<file path="src/rtl/memory_bus_mux.sv">
// memory_bus_mux: per-source request FIFOs, round-robin onto one memory port,
// responses routed back by BusID into one-entry mailboxes. MEMORY_BUS_STATS_EN adds counters.
module memory_bus_mux #(
  parameter int NUM_SOURCES = 4,
  parameter int REQ_DEPTH   = 4,
  parameter int ADDR_W      = 32,
  parameter int DATA_W      = 64,
  parameter int ID_W        = $clog2(NUM_SOURCES)
) (
  input  logic                          clk,
  input  logic                          reset,
  input  logic [NUM_SOURCES-1:0]        src_req_valid,
  output logic [NUM_SOURCES-1:0]        src_req_ready,
  input  logic [NUM_SOURCES-1:0]        src_req_write,
  input  logic [NUM_SOURCES*ADDR_W-1:0] src_req_addr,
  input  logic [NUM_SOURCES*DATA_W-1:0] src_req_data,
  output logic                          mem_req_valid,
  input  logic                          mem_req_ready,
  output logic                          mem_req_write,
  output logic [ADDR_W-1:0]             mem_req_addr,
  output logic [DATA_W-1:0]             mem_req_data,
  output logic [ID_W-1:0]               mem_req_id,
  input  logic                          mem_resp_valid,
  output logic                          mem_resp_ready,
  input  logic [ID_W-1:0]               mem_resp_id,
  input  logic [DATA_W-1:0]             mem_resp_data,
  output logic [NUM_SOURCES-1:0]        src_resp_valid,
  input  logic [NUM_SOURCES-1:0]        src_resp_ready,
  output logic [NUM_SOURCES*DATA_W-1:0] src_resp_data,
  output logic                          bad_id_err
`ifdef MEMORY_BUS_STATS_EN
  ,
  output logic [NUM_SOURCES*32-1:0]     stat_grants,
  output logic [31:0]                   stat_stalls
`endif
);

  localparam int PTR_W = $clog2(REQ_DEPTH);
  localparam logic [PTR_W:0] FULL = (PTR_W+1)'(REQ_DEPTH);
  localparam logic [ID_W:0] NS = (ID_W+1)'(NUM_SOURCES);

  logic              fifo_write [NUM_SOURCES][REQ_DEPTH];
  logic [ADDR_W-1:0] fifo_addr  [NUM_SOURCES][REQ_DEPTH];
  logic [DATA_W-1:0] fifo_data  [NUM_SOURCES][REQ_DEPTH];
  logic [PTR_W-1:0]  wr_ptr     [NUM_SOURCES];
  logic [PTR_W-1:0]  rd_ptr     [NUM_SOURCES];
  logic [PTR_W:0]    count      [NUM_SOURCES];

  logic [NUM_SOURCES-1:0] push;
  logic [NUM_SOURCES-1:0] pop;
  logic [NUM_SOURCES-1:0] nonempty;
  logic [NUM_SOURCES-1:0] fill;
  logic [ID_W-1:0]        rr_ptr;
  logic [ID_W-1:0]        rr_next;
  logic [ID_W-1:0]        gnt;
  logic                   gnt_valid;
  logic                   load;
  logic                   sel_write;
  logic [ADDR_W-1:0]      sel_addr;
  logic [DATA_W-1:0]      sel_data;
  logic                   id_ok;

  always_comb begin
    for (int i = 0; i < NUM_SOURCES; i++) begin
      src_req_ready[i] = count[i] != FULL;
      nonempty[i] = count[i] != '0;
    end
  end

  assign push = src_req_valid & src_req_ready;
  assign load = !mem_req_valid || mem_req_ready;

  // Scan from rr_ptr upward with wrap; first non-empty FIFO wins.
  always_comb begin
    int idx;
    idx = 0;
    gnt = '0;
    gnt_valid = 1'b0;
    rr_next = rr_ptr;
    sel_write = 1'b0;
    sel_addr = '0;
    sel_data = '0;
    for (int k = 0; k < NUM_SOURCES; k++) begin
      idx = int'(rr_ptr) + k;
      if (idx >= NUM_SOURCES) idx = idx - NUM_SOURCES;
      for (int j = 0; j < NUM_SOURCES; j++) begin
        if (!gnt_valid && j == idx && nonempty[j]) begin
          gnt_valid = 1'b1;
          gnt = ID_W'(j);
          rr_next = (j == NUM_SOURCES - 1) ? '0 : ID_W'(j + 1);
          sel_write = fifo_write[j][rd_ptr[j]];
          sel_addr = fifo_addr[j][rd_ptr[j]];
          sel_data = fifo_data[j][rd_ptr[j]];
        end
      end
    end
  end

  always_comb begin
    for (int i = 0; i < NUM_SOURCES; i++)
      pop[i] = load && gnt_valid && gnt == ID_W'(i);
  end

  // Storage needs no reset: pointers and counts define what is live.
  always_ff @(posedge clk) begin
    for (int i = 0; i < NUM_SOURCES; i++) begin
      if (push[i]) begin
        fifo_write[i][wr_ptr[i]] <= src_req_write[i];
        fifo_addr[i][wr_ptr[i]] <= src_req_addr[i*ADDR_W +: ADDR_W];
        fifo_data[i][wr_ptr[i]] <= src_req_data[i*DATA_W +: DATA_W];
      end
    end
  end

  always_ff @(posedge clk) begin
    if (reset) begin
      for (int i = 0; i < NUM_SOURCES; i++) begin
        wr_ptr[i] <= '0;
        rd_ptr[i] <= '0;
        count[i] <= '0;
      end
    end else begin
      for (int i = 0; i < NUM_SOURCES; i++) begin
        if (push[i]) wr_ptr[i] <= wr_ptr[i] + 1'b1;
        if (pop[i]) rd_ptr[i] <= rd_ptr[i] + 1'b1;
        if (push[i] && !pop[i]) count[i] <= count[i] + 1'b1;
        else if (!push[i] && pop[i]) count[i] <= count[i] - 1'b1;
      end
    end
  end

  always_ff @(posedge clk) begin
    if (reset) begin
      mem_req_valid <= 1'b0;
      mem_req_write <= 1'b0;
      mem_req_addr <= '0;
      mem_req_data <= '0;
      mem_req_id <= '0;
      rr_ptr <= '0;
    end else if (load) begin
      mem_req_valid <= gnt_valid;
      if (gnt_valid) begin
        mem_req_write <= sel_write;
        mem_req_addr <= sel_addr;
        mem_req_data <= sel_data;
        mem_req_id <= gnt;
        rr_ptr <= rr_next;
      end
    end
  end

  // Out-of-range ids are always accepted so a bad response never wedges memory.
  always_comb begin
    id_ok = {1'b0, mem_resp_id} < NS;
    mem_resp_ready = !id_ok;
    for (int i = 0; i < NUM_SOURCES; i++) begin
      if (mem_resp_id == ID_W'(i))
        mem_resp_ready = !src_resp_valid[i] || src_resp_ready[i];
    end
  end

  always_comb begin
    for (int i = 0; i < NUM_SOURCES; i++)
      fill[i] = mem_resp_valid && mem_resp_ready && mem_resp_id == ID_W'(i);
  end

  always_ff @(posedge clk) begin
    if (reset) begin
      src_resp_valid <= '0;
      src_resp_data <= '0;
      bad_id_err <= 1'b0;
    end else begin
      for (int i = 0; i < NUM_SOURCES; i++) begin
        if (fill[i]) begin
          src_resp_valid[i] <= 1'b1;
          src_resp_data[i*DATA_W +: DATA_W] <= mem_resp_data;
        end else if (src_resp_ready[i]) begin
          src_resp_valid[i] <= 1'b0;
        end
      end
      if (mem_resp_valid && !id_ok) bad_id_err <= 1'b1;
    end
  end

`ifdef MEMORY_BUS_STATS_EN
  always_ff @(posedge clk) begin
    if (reset) begin
      stat_grants <= '0;
      stat_stalls <= '0;
    end else begin
      for (int i = 0; i < NUM_SOURCES; i++) begin
        if (pop[i]) stat_grants[i*32 +: 32] <= stat_grants[i*32 +: 32] + 32'd1;
      end
      if (mem_req_valid && !mem_req_ready) stat_stalls <= stat_stalls + 32'd1;
    end
  end
`endif

endmodule

</file>
<file path="config.mk">
export PLATFORM = sky130hd
export DESIGN_NAME = memory_bus_mux
export DESIGN_NICKNAME = d
export VERILOG_FILES = /design/src/rtl/memory_bus_mux.sv
export SDC_FILE = /design/constraint.sdc
export NUM_CORES = 2
export LEC_CHECK = 0
export ABC_CLOCK_PERIOD_IN_PS = 7300
export CAP_MARGIN = 20
export CORE_UTILIZATION = 30
export CTS_BUF_LIST = sky130_fd_sc_hd__clkbuf_4 sky130_fd_sc_hd__clkbuf_8
export CTS_CLUSTER_SIZE = 40
export DETAILED_ROUTE_END_ITERATION = 10
export SLEW_MARGIN = 30
export SYNTH_ARGS = -nofsm -noshare
export SYNTH_HDL_FRONTEND = slang
export SYNTH_SLANG_ARGS = --single-unit
</file>
<file path="constraint.sdc">
create_clock -name clk -period 7.3 [get_ports clk]
set_input_delay 1.46 -clock clk [delete_from_list [all_inputs] [get_ports clk]]
set_output_delay 1.46 -clock clk [all_outputs]
set_load 0.1 [all_outputs]
</file>
==> flow_summary.json <==
{
  "status": "complete, no violations",
  "synth_nets": 5442,
  "antenna_found_initial": 172,
  "place_inst": 8927,
  "fp.dieArea_um2": 263300,
  "ys_seq_area_frac": 0.6978,
  "cp.arrival_ps": 3860,
  "holdPathEnd": "src_resp_data[43]",
  "leakage_nw": 31.14,
  "cp.depth": 3,
  "insertion_delay_ps": 1070,
  "grt_max_degree": 182,
  "yosysTopAreaCellShare": 0.6054,
  "io_pins": 832,
  "post-cts-setup-buffers": 0,
  "h-tree-depth": 5,
  "critPathSlowestCell": "clkdlybuf4s50_1",
  "period_share": 0.7293,
  "clock_path_buffers": 4,
  "io_buffers": 830,
  "grt_use_total": 0.2156,
  "synth-warning-count": 0,
  "rows": 187,
  "avgRoutedWirePerCell_um": 30.48,
  "wirelength_mm": 292.5,
  "fin_crit_ps": 5324,
  "rr_endpoint": "mem_req_addr[23]",
  "numCtsBuffers": 334,
  "yosysTopAreaCell": "edfxtp_1",
  "fill_cells": 24050,
  "drt_iter0_markers": 6028,
  "slowest_delay_ps": 1010,
  "synth_edf_count": 1580,
  "cts_hold_buffers": 0,
  "drv_slew": 0,
  "rsz0062_at_grt": "no",
  "yosys-top-cells-area": "edfxtp_1, mux4_2, dfxtp_1, nand2_1, a21oi_1",
  "path_class": "in -> out",
  "clock-sinks": 1942,
  "nets": 6358,
  "syn-instance-count": 4954,
  "reg2reg_slack_ps": 3100,
  "synth.distinct_cells": 90,
  "first_pass_iters": 7,
  "synthFlopType": "edfxtp_1",
  "dp_hpwl_mm": 189.7,
  "start_util": 0.3018,
  "cp.required_ps": 5840,
  "dieHeight_um": 513.1,
  "r2r_start": "rr_ptr[0]",
  "cts-root-buf": "clkbuf_8",
  "min-delay-start": "src_resp_data[43]",
  "worst_path_most_repeated_cell": "clkdlybuf4s50_1",
  "vias": 52980,
  "tritoncts": "yes",
  "setup_viol": 0,
  "netlist_area_um2": 78380,
  "slew_headroom": 0.2381,
  "avgViaCountPerCell": 5.522,
  "hold_viol": 0,
  "ff2ff_path_depth": 8,
  "area_delta_synth_final_pct": 24.82,
  "crit_buf_inv": 2,
  "yosys_register_bits": 1942,
  "holdPathStages": 2,
  "async_reset_ff_frac": 0,
  "layout.cells.non_filler": 9595,
  "min_path_type": "reg -> reg",
  "cp_max_fo": 9,
  "drc": 0,
  "grt_overflow": 0,
  "path_clk_slew_ps": 50,
  "setup_tns_ps": 0,
  "cp_top_family": "buffers and inverters",
  "grt_pass1_wl_mm": 402.6,
  "start_kind": "input port",
  "place_congestion": 0.8642,
  "seqCellArea_um2": 54690,
  "core_area_um2": 259700,
  "drv_cap": 0,
  "crit_path_end_kind": "primary output",
  "cts_resized": 0,
  "fin_skew_ps": 93.81,
  "avgSynthCellArea_um2": 15.82,
  "path_cells": "clkdlybuf4s50_1 > mux4_2 > clkdlybuf4s50_1",
  "drive_above_1_share": 0.2034,
  "fmax_mhz": 187.8,
  "multi_input_area_um2": 22140,
  "die_w_um": 513.1,
  "drtAntennaViolNets": 0,
  "powerDensity_nw_per_um2": 384.0,
  "worstMarginPinSlew_ps": 1143,
  "max-vdd-ir-drop_uv": 292.9,
  "grt_pass1_vias": 52410
}
==> routing by layer <==
layer / track usage / wire length (um) / part of all wire
met2: 0.3413 / 133500 / 0.46
met1: 0.2531 / 107900 / 0.37
met5: 0 / 1054 / 0.0036
met4: 0.1105 / 16050 / 0.055
met3: 0.08438 / 34070 / 0.12
==> worst min-delay path, cell delays in order (launching register included) <==
cell,delay (ps)
dfxtp_1,300
nand2_1,50
a21oi_1,50
==> how the worst max path moves through the flow <==
stage / endpoint / start
after floorplan: fifo_addr[3][0] / count[3][0]
after global placement: mem_resp_ready / mem_resp_id[1]
after detailed placement: mem_resp_ready / mem_resp_id[1]
final: mem_resp_ready / mem_resp_id[1]
after CTS: mem_resp_ready / mem_resp_id[1]
after global routing: mem_resp_ready / mem_resp_id[1]
==> flip-flops by register name, indices dropped and copies added, names as in the netlist <==
| signal | count |
|---|---|
| rr_ptr | 2 |
| fifo_write | 16 |
| count | 12 |
| wr_ptr | 8 |
| rd_ptr | 8 |
| mem_req_addr | 32 |
| fifo_addr | 512 |
| fifo_data | 1024 |
| mem_req_write | 1 |
| mem_req_data | 64 |
| src_resp_valid | 4 |
| mem_req_id | 2 |
| mem_req_valid | 1 |
| src_resp_data | 256 |
==> layout by cell type, fill, tap and decap left out, types with 18 or more instances in the layout <==
cell,count
edfxtp_1,1580
clkdlybuf4s50_1,769
nand2_1,703
mux4_2,389
a21oi_1,383
clkbuf_8,375
dfxtp_1,362
clkbuf_4,130
buf_4,128
o221ai_1,100
a22oi_1,96
nor2_1,86
a221o_1,77
a22o_1,76
o22ai_1,76
nor3_1,66
nand3_1,61
o21ai_0,56
a211oi_1,55
diode_2,51
a221oi_1,45
clkinv_1,38
clkinv_2,28
or3_1,23
o31ai_1,23
buf_2,22
inv_1,19
ha_1,19
o22a_1,18
buf_12,18
==> layout make-up <==
class	instances	area share
Sequential cell	1942	0.5591
Clock buffer	505	0.06273
Timing Repair Buffer	950	0.09634
Multi-Input combinational cell	2621	0.2263
Clock inverter	103	0.009937
Tap cell	3402	0.04351
Antenna cell	51	0.001305
Inverter	21	0.0008313
==> metrics by stage <==
step / hold slack, ps / setup slack [ps] / cell area (um^2) / total power, mW / utilization
after floorplan: 564.7 / 3032 / 78380 / 22.71 / -
after detailed placement: 444.1 / 1992 / 90370 / 27.17 / 0.3480
after global placement: 440.4 / 2043 / 90370 / 26.88 / 0.3480
after CTS: 451.5 / 1988 / 97480 / 37.68 / 0.3753
after global routing: 468.4 / 1943 / 97760 / 38.87 / 0.3764
final: 452.2 / 1976 / 97830 / 37.57 / 0.3767
==> synth_stat cells, drive strengths merged, types with 77 or more instances <==
| library cell | n |
|---|---|
| nor2 | 93 |
| o221ai | 100 |
| a22oi | 96 |
| a221o | 77 |
| dfxtp | 362 |
| nor3 | 78 |
| a21oi | 387 |
| o22ai | 77 |
| clkbuf | 195 |
| nand2 | 709 |
| edfxtp | 1580 |
| buf | 175 |
| mux4 | 389 |
==> power breakdown <==
part           switching, mW  leakage [nW]  internal, mW
Combinational           8.86          9.89          4.32
Sequential             0.565          17.5          13.4
Clock                   4.69          3.77          5.77
==> cells by family after synthesis <==
group,after synthesis,synth area share
flops,1942,0.6978
other cells,1,0.00004785
mux,390,0.1119
simple gates,1060,0.05948
compound gates,1138,0.1020
fa+ha+maj,22,0.003799
buf+inv,391,0.02379
xor+xnor,10,0.001118
No activity file was read; power rests on OpenSTA's default activity.
